<file path="src/rtl/tl_uart_tx.sv">
// rtl/tl_uart_tx.sv - TileLink-UL UART transmitter (8N1, LSB first) with a TX FIFO.
// Define UART_TX_RUNTIME_DIV_EN to make the DIV register writable; otherwise the divisor is CLK_DIV.
module tl_uart_tx #(
  parameter int XLEN       = 32,
  parameter int SID_WIDTH  = 2,
  parameter int CLK_DIV    = 868,
  parameter int FIFO_DEPTH = 8
) (
  input  logic                 clk,
  input  logic                 reset,
  input  logic                 tl_a_valid,
  output logic                 tl_a_ready,
  input  logic [2:0]           tl_a_opcode,
  input  logic [2:0]           tl_a_param,
  input  logic [2:0]           tl_a_size,
  input  logic [SID_WIDTH-1:0] tl_a_source,
  input  logic [XLEN-1:0]      tl_a_address,
  input  logic [XLEN/8-1:0]    tl_a_mask,
  input  logic [XLEN-1:0]      tl_a_data,
  output logic                 tl_d_valid,
  input  logic                 tl_d_ready,
  output logic [2:0]           tl_d_opcode,
  output logic [1:0]           tl_d_param,
  output logic [2:0]           tl_d_size,
  output logic [SID_WIDTH-1:0] tl_d_source,
  output logic [XLEN-1:0]      tl_d_data,
  output logic                 tl_d_corrupt,
  output logic                 tl_d_denied,
  output logic                 uart_tx,
  output logic                 tx_empty
);

  localparam int AW = (FIFO_DEPTH > 1) ? $clog2(FIFO_DEPTH) : 1;
  localparam int CW = AW + 1;
  localparam logic [CW-1:0] DEPTH_C   = CW'(FIFO_DEPTH);
  localparam logic [15:0]   DIV_RESET = 16'(CLK_DIV);

  typedef enum logic [1:0] {S_IDLE, S_START, S_DATA, S_STOP} state_e;

  state_e          state_q, state_d;
  logic [15:0]     bitcnt_q, bitcnt_d;
  logic [15:0]     divl_q, divl_d;
  logic [2:0]      bitidx_q, bitidx_d;
  logic [7:0]      shreg_q, shreg_d;

  logic [7:0]      fifo_q [FIFO_DEPTH];
  logic [AW-1:0]   wptr_q, rptr_q;
  logic [CW-1:0]   count_q;
  logic            overflow_q;

  logic            d_valid_q, d_denied_q;
  logic [2:0]      d_opcode_q, d_size_q;
  logic [SID_WIDTH-1:0] d_source_q;
  logic [XLEN-1:0] d_data_q;

  logic            a_fire, is_get, is_put, bad_req;
  logic            fifo_full, fifo_empty, busy;
  logic            push_req, push, pop, ovf_set, ovf_clr, start_frame;
  logic [1:0]      offset;
  logic [XLEN-1:0] rdata;
  logic [15:0]     div_eff, div_rd;
  logic            unused_inputs;

  assign unused_inputs = ^{tl_a_param, tl_a_address, tl_a_mask, tl_a_data};

  assign tl_a_ready = !d_valid_q;
  assign a_fire     = tl_a_valid & tl_a_ready;
  assign offset     = tl_a_address[3:2];
  assign fifo_full  = (count_q == DEPTH_C);
  assign fifo_empty = (count_q == '0);
  assign busy       = (state_q != S_IDLE);

  always_comb begin
    is_put   = (tl_a_opcode == 3'd0) || (tl_a_opcode == 3'd1);
    is_get   = (tl_a_opcode == 3'd4);
    bad_req  = !(is_put || is_get) || (offset == 2'd3);
    push_req = a_fire & is_put & ~bad_req & (offset == 2'd0) & tl_a_mask[0];
    // Fullness is judged on the registered count, so a same-cycle pop never rescues a push.
    push     = push_req & ~fifo_full;
    ovf_set  = push_req & fifo_full;
    ovf_clr  = a_fire & is_put & ~bad_req & (offset == 2'd1) & tl_a_mask[0] & tl_a_data[3];
  end

`ifdef UART_TX_RUNTIME_DIV_EN
  logic [15:0] div_q, div_wr;
  logic        div_we;

  always_comb begin
    div_wr = div_q;
    if (tl_a_mask[0]) div_wr[7:0]  = tl_a_data[7:0];
    if (tl_a_mask[1]) div_wr[15:8] = tl_a_data[15:8];
    if (div_wr < 16'd2) div_wr = 16'd2;
  end

  assign div_we = a_fire & is_put & ~bad_req & (offset == 2'd2);

  always_ff @(posedge clk) begin
    if (!reset)      div_q <= DIV_RESET;
    else if (div_we) div_q <= div_wr;
  end

  assign div_eff = div_q;
  assign div_rd  = div_q;
`else
  assign div_eff = DIV_RESET;
  assign div_rd  = 16'd0;
`endif

  always_comb begin
    rdata = '0;
    case (offset)
      2'd0: rdata[31] = fifo_full;
      2'd1: begin
        rdata[0]      = busy;
        rdata[1]      = fifo_full;
        rdata[2]      = fifo_empty;
        rdata[3]      = overflow_q;
        rdata[8 +: CW] = count_q;
      end
      2'd2: rdata[15:0] = div_rd;
      default: rdata = '0;
    endcase
  end

  always_ff @(posedge clk) begin
    if (!reset) begin
      d_valid_q  <= 1'b0;
      d_opcode_q <= '0;
      d_size_q   <= '0;
      d_source_q <= '0;
      d_data_q   <= '0;
      d_denied_q <= 1'b0;
    end else if (a_fire) begin
      d_valid_q  <= 1'b1;
      d_opcode_q <= is_get ? 3'd1 : 3'd0;
      d_size_q   <= tl_a_size;
      d_source_q <= tl_a_source;
      d_data_q   <= (is_get && !bad_req) ? rdata : '0;
      d_denied_q <= bad_req | ovf_set;
    end else if (d_valid_q && tl_d_ready) begin
      d_valid_q  <= 1'b0;
    end
  end

  always_ff @(posedge clk) begin
    if (push) fifo_q[wptr_q] <= tl_a_data[7:0];
  end

  always_ff @(posedge clk) begin
    if (!reset) begin
      wptr_q     <= '0;
      rptr_q     <= '0;
      count_q    <= '0;
      overflow_q <= 1'b0;
    end else begin
      if (push) wptr_q <= wptr_q + AW'(1);
      if (pop)  rptr_q <= rptr_q + AW'(1);
      case ({push, pop})
        2'b10:   count_q <= count_q + CW'(1);
        2'b01:   count_q <= count_q - CW'(1);
        default: count_q <= count_q;
      endcase
      if (ovf_set)      overflow_q <= 1'b1;
      else if (ovf_clr) overflow_q <= 1'b0;
    end
  end

  always_ff @(posedge clk) begin
    if (!reset) begin
      state_q  <= S_IDLE;
      bitcnt_q <= '0;
      divl_q   <= DIV_RESET;
      bitidx_q <= '0;
      shreg_q  <= '0;
    end else begin
      state_q  <= state_d;
      bitcnt_q <= bitcnt_d;
      divl_q   <= divl_d;
      bitidx_q <= bitidx_d;
      shreg_q  <= shreg_d;
    end
  end

  always_comb begin
    state_d     = state_q;
    bitcnt_d    = bitcnt_q;
    divl_d      = divl_q;
    bitidx_d    = bitidx_q;
    shreg_d     = shreg_q;
    start_frame = 1'b0;
    case (state_q)
      S_IDLE: begin
        if (!fifo_empty) start_frame = 1'b1;
      end
      S_START: begin
        if (bitcnt_q == '0) begin
          state_d  = S_DATA;
          bitidx_d = '0;
          bitcnt_d = divl_q - 16'd1;
        end else begin
          bitcnt_d = bitcnt_q - 16'd1;
        end
      end
      S_DATA: begin
        if (bitcnt_q == '0) begin
          bitcnt_d = divl_q - 16'd1;
          shreg_d  = {1'b0, shreg_q[7:1]};
          if (bitidx_q == 3'd7) state_d  = S_STOP;
          else                  bitidx_d = bitidx_q + 3'd1;
        end else begin
          bitcnt_d = bitcnt_q - 16'd1;
        end
      end
      S_STOP: begin
        // Back-to-back frames: a waiting byte starts right after the stop bit.
        if (bitcnt_q == '0) begin
          if (!fifo_empty) start_frame = 1'b1;
          else             state_d     = S_IDLE;
        end else begin
          bitcnt_d = bitcnt_q - 16'd1;
        end
      end
      default: state_d = S_IDLE;
    endcase
    if (start_frame) begin
      state_d  = S_START;
      shreg_d  = fifo_q[rptr_q];
      divl_d   = div_eff;
      bitcnt_d = div_eff - 16'd1;
    end
    pop = start_frame;
  end

  always_comb begin
    case (state_q)
      S_START: uart_tx = 1'b0;
      S_DATA:  uart_tx = shreg_q[0];
      default: uart_tx = 1'b1;
    endcase
  end

  assign tx_empty     = fifo_empty && (state_q == S_IDLE);
  assign tl_d_valid   = d_valid_q;
  assign tl_d_opcode  = d_opcode_q;
  assign tl_d_param   = 2'd0;
  assign tl_d_size    = d_size_q;
  assign tl_d_source  = d_source_q;
  assign tl_d_data    = d_data_q;
  assign tl_d_corrupt = 1'b0;
  assign tl_d_denied  = d_denied_q;

endmodule

</file>
<file path="config.mk">
export PLATFORM = sky130hd
export DESIGN_NAME = tl_uart_tx
export DESIGN_NICKNAME = d
export VERILOG_FILES = /design/src/rtl/tl_uart_tx.sv
export SDC_FILE = /design/constraint.sdc
export NUM_CORES = 1
export LEC_CHECK = 0
export BUFFER_PORTS_ARGS = -buffer_cell sky130_fd_sc_hd__buf_2
export CAP_MARGIN = 20
export CORE_UTILIZATION = 55
export CTS_CLUSTER_DIAMETER = 50
export DETAILED_ROUTE_END_ITERATION = 8
export PLACE_DENSITY = 0.92
export SLEW_MARGIN = 20
export SYNTH_ARGS = -nofsm -noshare
export SYNTH_HDL_FRONTEND = slang
export SYNTH_SLANG_ARGS = --single-unit
</file>
<file path="constraint.sdc">
create_clock -name clk -period 8 [get_ports clk]
set_input_delay 0.8 -clock clk [delete_from_list [all_inputs] [get_ports clk]]
set_output_delay 0.8 -clock clk [all_outputs]
set_load 0.05 [all_outputs]
</file>
==> impl_metrics.csv <==
group,metric,value,unit
clocking,cts_tree,"done",
logic_synthesis,ys.warnings.count,0,
sta,setup_viol,0,
placed_design,gp_congestion,0.8228,
critical_path,crit_path_start,"state_q[0]",
critical_path,cp_cell_sequence,"ha_1, or4bb_1, nor4_1, o21ai_1, buf_4, inv_1, ha_1, nor4bb_1, a21oi_1, o22a_1, or3_1, a21oi_1",
sta,finClkSkew,0.009123,ns
detailed_routing,final_antenna_net_count,0,
finish,nNetsFinal,617,
clocking,hold_buffers,0,
critical_path,critPathMaxStageDelay,0.52,ns
critical_path,startpoint_type,"flip-flop",
clocking,insertion_delay,0.53,ns
logic_synthesis,synth.distinct_cells,53,
critical_path,cp.arrival,4.02,ns
sta,fmaxAchievable,281.1,MHz
clocking,cts_htree_levels,4,
global_routing,grt_pass1_vias,3935,
detailed_routing,vias,3816,
logic_synthesis,syn_area_per_cell,11.71,um^2
clocking,clockBufferDepth,2,
critical_path,crit_path_end_kind,"flip-flop",
sta,fin_setup_tns,0,ns
detailed_routing,drt_iter0_drc,207,
sta,slew_viol_final,0,
run,max_cap_viol_count,0,
power,power.density,334.4,nW/um^2
critical_path,r2r.worst_path.cells,12,
critical_path,cp_data_required_time,8.46,ns
critical_path,cp_max_fo,21,
clocking,clockRootBuffer,"clkbuf_8",
sta,min_period,3.557,ns
logic_synthesis,synth_top_area_share,34.41,%
sta,finalHoldViolations,0,
detailed_routing,drt_drc_violations_left,0,
finish,n_antenna_cell,0,
finish,seq_area,3124,um^2
finish,final_util,64.42,%
clocking,cts_buffers,17,
sta,min_period_over_period,44.46,%
logic_synthesis,synth_most_common_cell,"edfxtp_1",
logic_synthesis,synthTopCellsByArea,"edfxtp_1, dfxtp_1, mux4_2",
placed_design,io_buffer_count,42,
die,core_area,9819,um^2
die,die_area,10560,um^2
finish,layout-drive-gt1-share,19.32,%
finish,syn2layout_area_growth,13.26,%
finish,multi_input_area,2203,um^2
clocking,cts_sinks,124,
detailed_routing,vias_per_cell,5.730,
min_path,hold_path.class,"flip-flop to flip-flop",
logic_synthesis,syn_inst,477,
logic_synthesis,synth_edf_count,64,
global_routing,grt_start_max_net_pins,36,
global_routing,grt_pass1_wl,18260,um
global_routing,overflow,0,
power,irDropWorstVdd,0.2354,mV
logic_synthesis,seq_area_frac_synth,55.91,%
critical_path,slowest_stage,"or4bb_1",
min_path,worstHoldPathCells,2,
critical_path,crit_type,"flip-flop to flip-flop",
logic_synthesis,synthesis.area,5585,um^2
sta,max-slew-margin-rel,40.40,%
placed_design,dpl_cell_area,5801,um^2
detailed_routing,routedWlPerCell,16.67,um
critical_path,timing.rr.end,"count_q[3]",
run_status,outcome,"finished, final reports clean",
critical_path,crit_end,"count_q[3]",
die,fp.dieW,102.8,um
finish,fillerInstances,733,
die,io-pin-count,131,
critical_path,r2r_setup_slack,4.44,ns
logic_synthesis,synthFlopType,"edfxtp_1",
critical_path,r2r_start,"state_q[0]",
die,start_util,56.88,%
die,rows,36,
logic_synthesis,yosysTopAreaCell,"edfxtp_1",
clocking,cts_setup_buffers,0,
logic_synthesis,yosys_register_bits,124,
global_routing,antenna_found_initial,0,
detailed_routing,drt_pass1_iterations,4,
global_routing,grt_usage,23.79,%
sta,rsz0062_at_grt,"no",
logic_synthesis,yosys-top-cells-count,"edfxtp_1, dfxtp_1, nor2_1, nand2_1, a21oi_1",
clocking,cts_resized,0,
logic_synthesis,async_flop_share,0,%
clocking,clk_pin_slew,0.06,ns
finish,fin_area,6326,um^2
placed_design,hpwlAfterDp,7038,um
power,leakage,0.002285,uW
sta,tightestPinTransition,0.8907,ns
die,die-height,102.8,um
detailed_routing,routed_wl,11100,um
==> where the power goes <==
group          total (uW)  switching [uW]  internal [uW]
clock                 674             267            407
combinational         650             401            249
sequential            791            65.6            726
==> layout by cell type (no fill, tap or decap), drive strengths merged, types with 16 or more instances in the layout <==
cell / netlist / final
clkbuf: 15 / 20
buf: 36 / 48
nand2: 30 / 30
mux4: 16 / 16
conb: 1 / 28
nor2: 43 / 43
dfxtp: 60 / 60
o21ai: 16 / 16
edfxtp: 64 / 64
a21oi: 29 / 29
==> sequential cells by signal, summed over array words and instances (netlist names), 2 cells and up, named ones only <==
name,flops
fifo_q,64
bitcnt_q,16
tl_d_data,9
shreg_q,8
count_q,4
bitidx_q,3
rptr_q,3
tl_d_size,3
wptr_q,3
state_q,2
tl_d_source,2
==> stage by stage <==
stage	power [uW]	cells	setup WS (ns)	hold slack (ns)
after floorplan	1335	504	4.719	0.4360
after global placement	1404	634	4.473	0.4390
after detailed placement	1437	634	4.366	0.4506
after CTS	2118	666	4.482	0.4590
after global routing	2224	666	4.151	0.4795
final	2115	666	4.443	0.4570
==> kinds of logic (layout without fill, tap and decap cells) <==
| family | count (synthesis) | in the layout | share of synthesized area [%] |
|---|---|---|---|
| multiplexers | 28 | 28 | 8.647 |
| flip-flops | 124 | 124 | 55.91 |
| buffers and inverters | 65 | 94 | 6.451 |
| XOR/XNOR | 14 | 14 | 2.195 |
| adder cells (fa/ha/maj) | 14 | 14 | 3.136 |
| other | 1 | 28 | 0.06714 |
| AO/OA/AOI/OAI | 83 | 83 | 9.185 |
| AND/OR/NAND/NOR | 148 | 148 | 14.40 |
==> layer usage <==
layer / track usage, % / vias to the layer above / share of wire (%)
li1: - / 1790 / -
met3: 8.068 / 35 / 4.6
met5: 0 / - / 0
met4: 13.43 / 0 / 2.7
met1: 25.09 / 1857 / 40
met2: 41.64 / 134 / 52
==> worst max-delay path, delay by kind of cell (launching register included) <==
family                   cells  cell delay, ns
buffers and inverters        2            0.44
AND/OR/NAND/NOR              4            1.45
adder cells (fa/ha/maj)      2            0.64
flip-flops                   1            0.41
AO/OA/AOI/OAI                4            0.53
==> how the worst min path moves through the flow <==
stage | startpoint | to | slack (ns)
2_1_floorplan | overflow_q | overflow_q | 0.44
3_3_place_gp | tl_d_size[1] | tl_d_size[1] | 0.44
3_5_place_dp | tl_d_size[1] | tl_d_size[1] | 0.45
4_1_cts | tl_d_size[2] | tl_d_size[2] | 0.46
5_1_grt | tl_d_size[2] | tl_d_size[2] | 0.48
6_report | tl_d_size[2] | tl_d_size[2] | 0.46
==> layout make-up <==
type / count / area share [%]
clock inverters: 12 / 1.562
well taps: 133 / 2.631
inverters: 14 / 0.8307
repair buffers: 48 / 4.035
flip-flops and latches: 124 / 49.39
clock buffers: 20 / 6.725
multi-input cells: 315 / 34.83
Power figures use the tool's default switching activity.
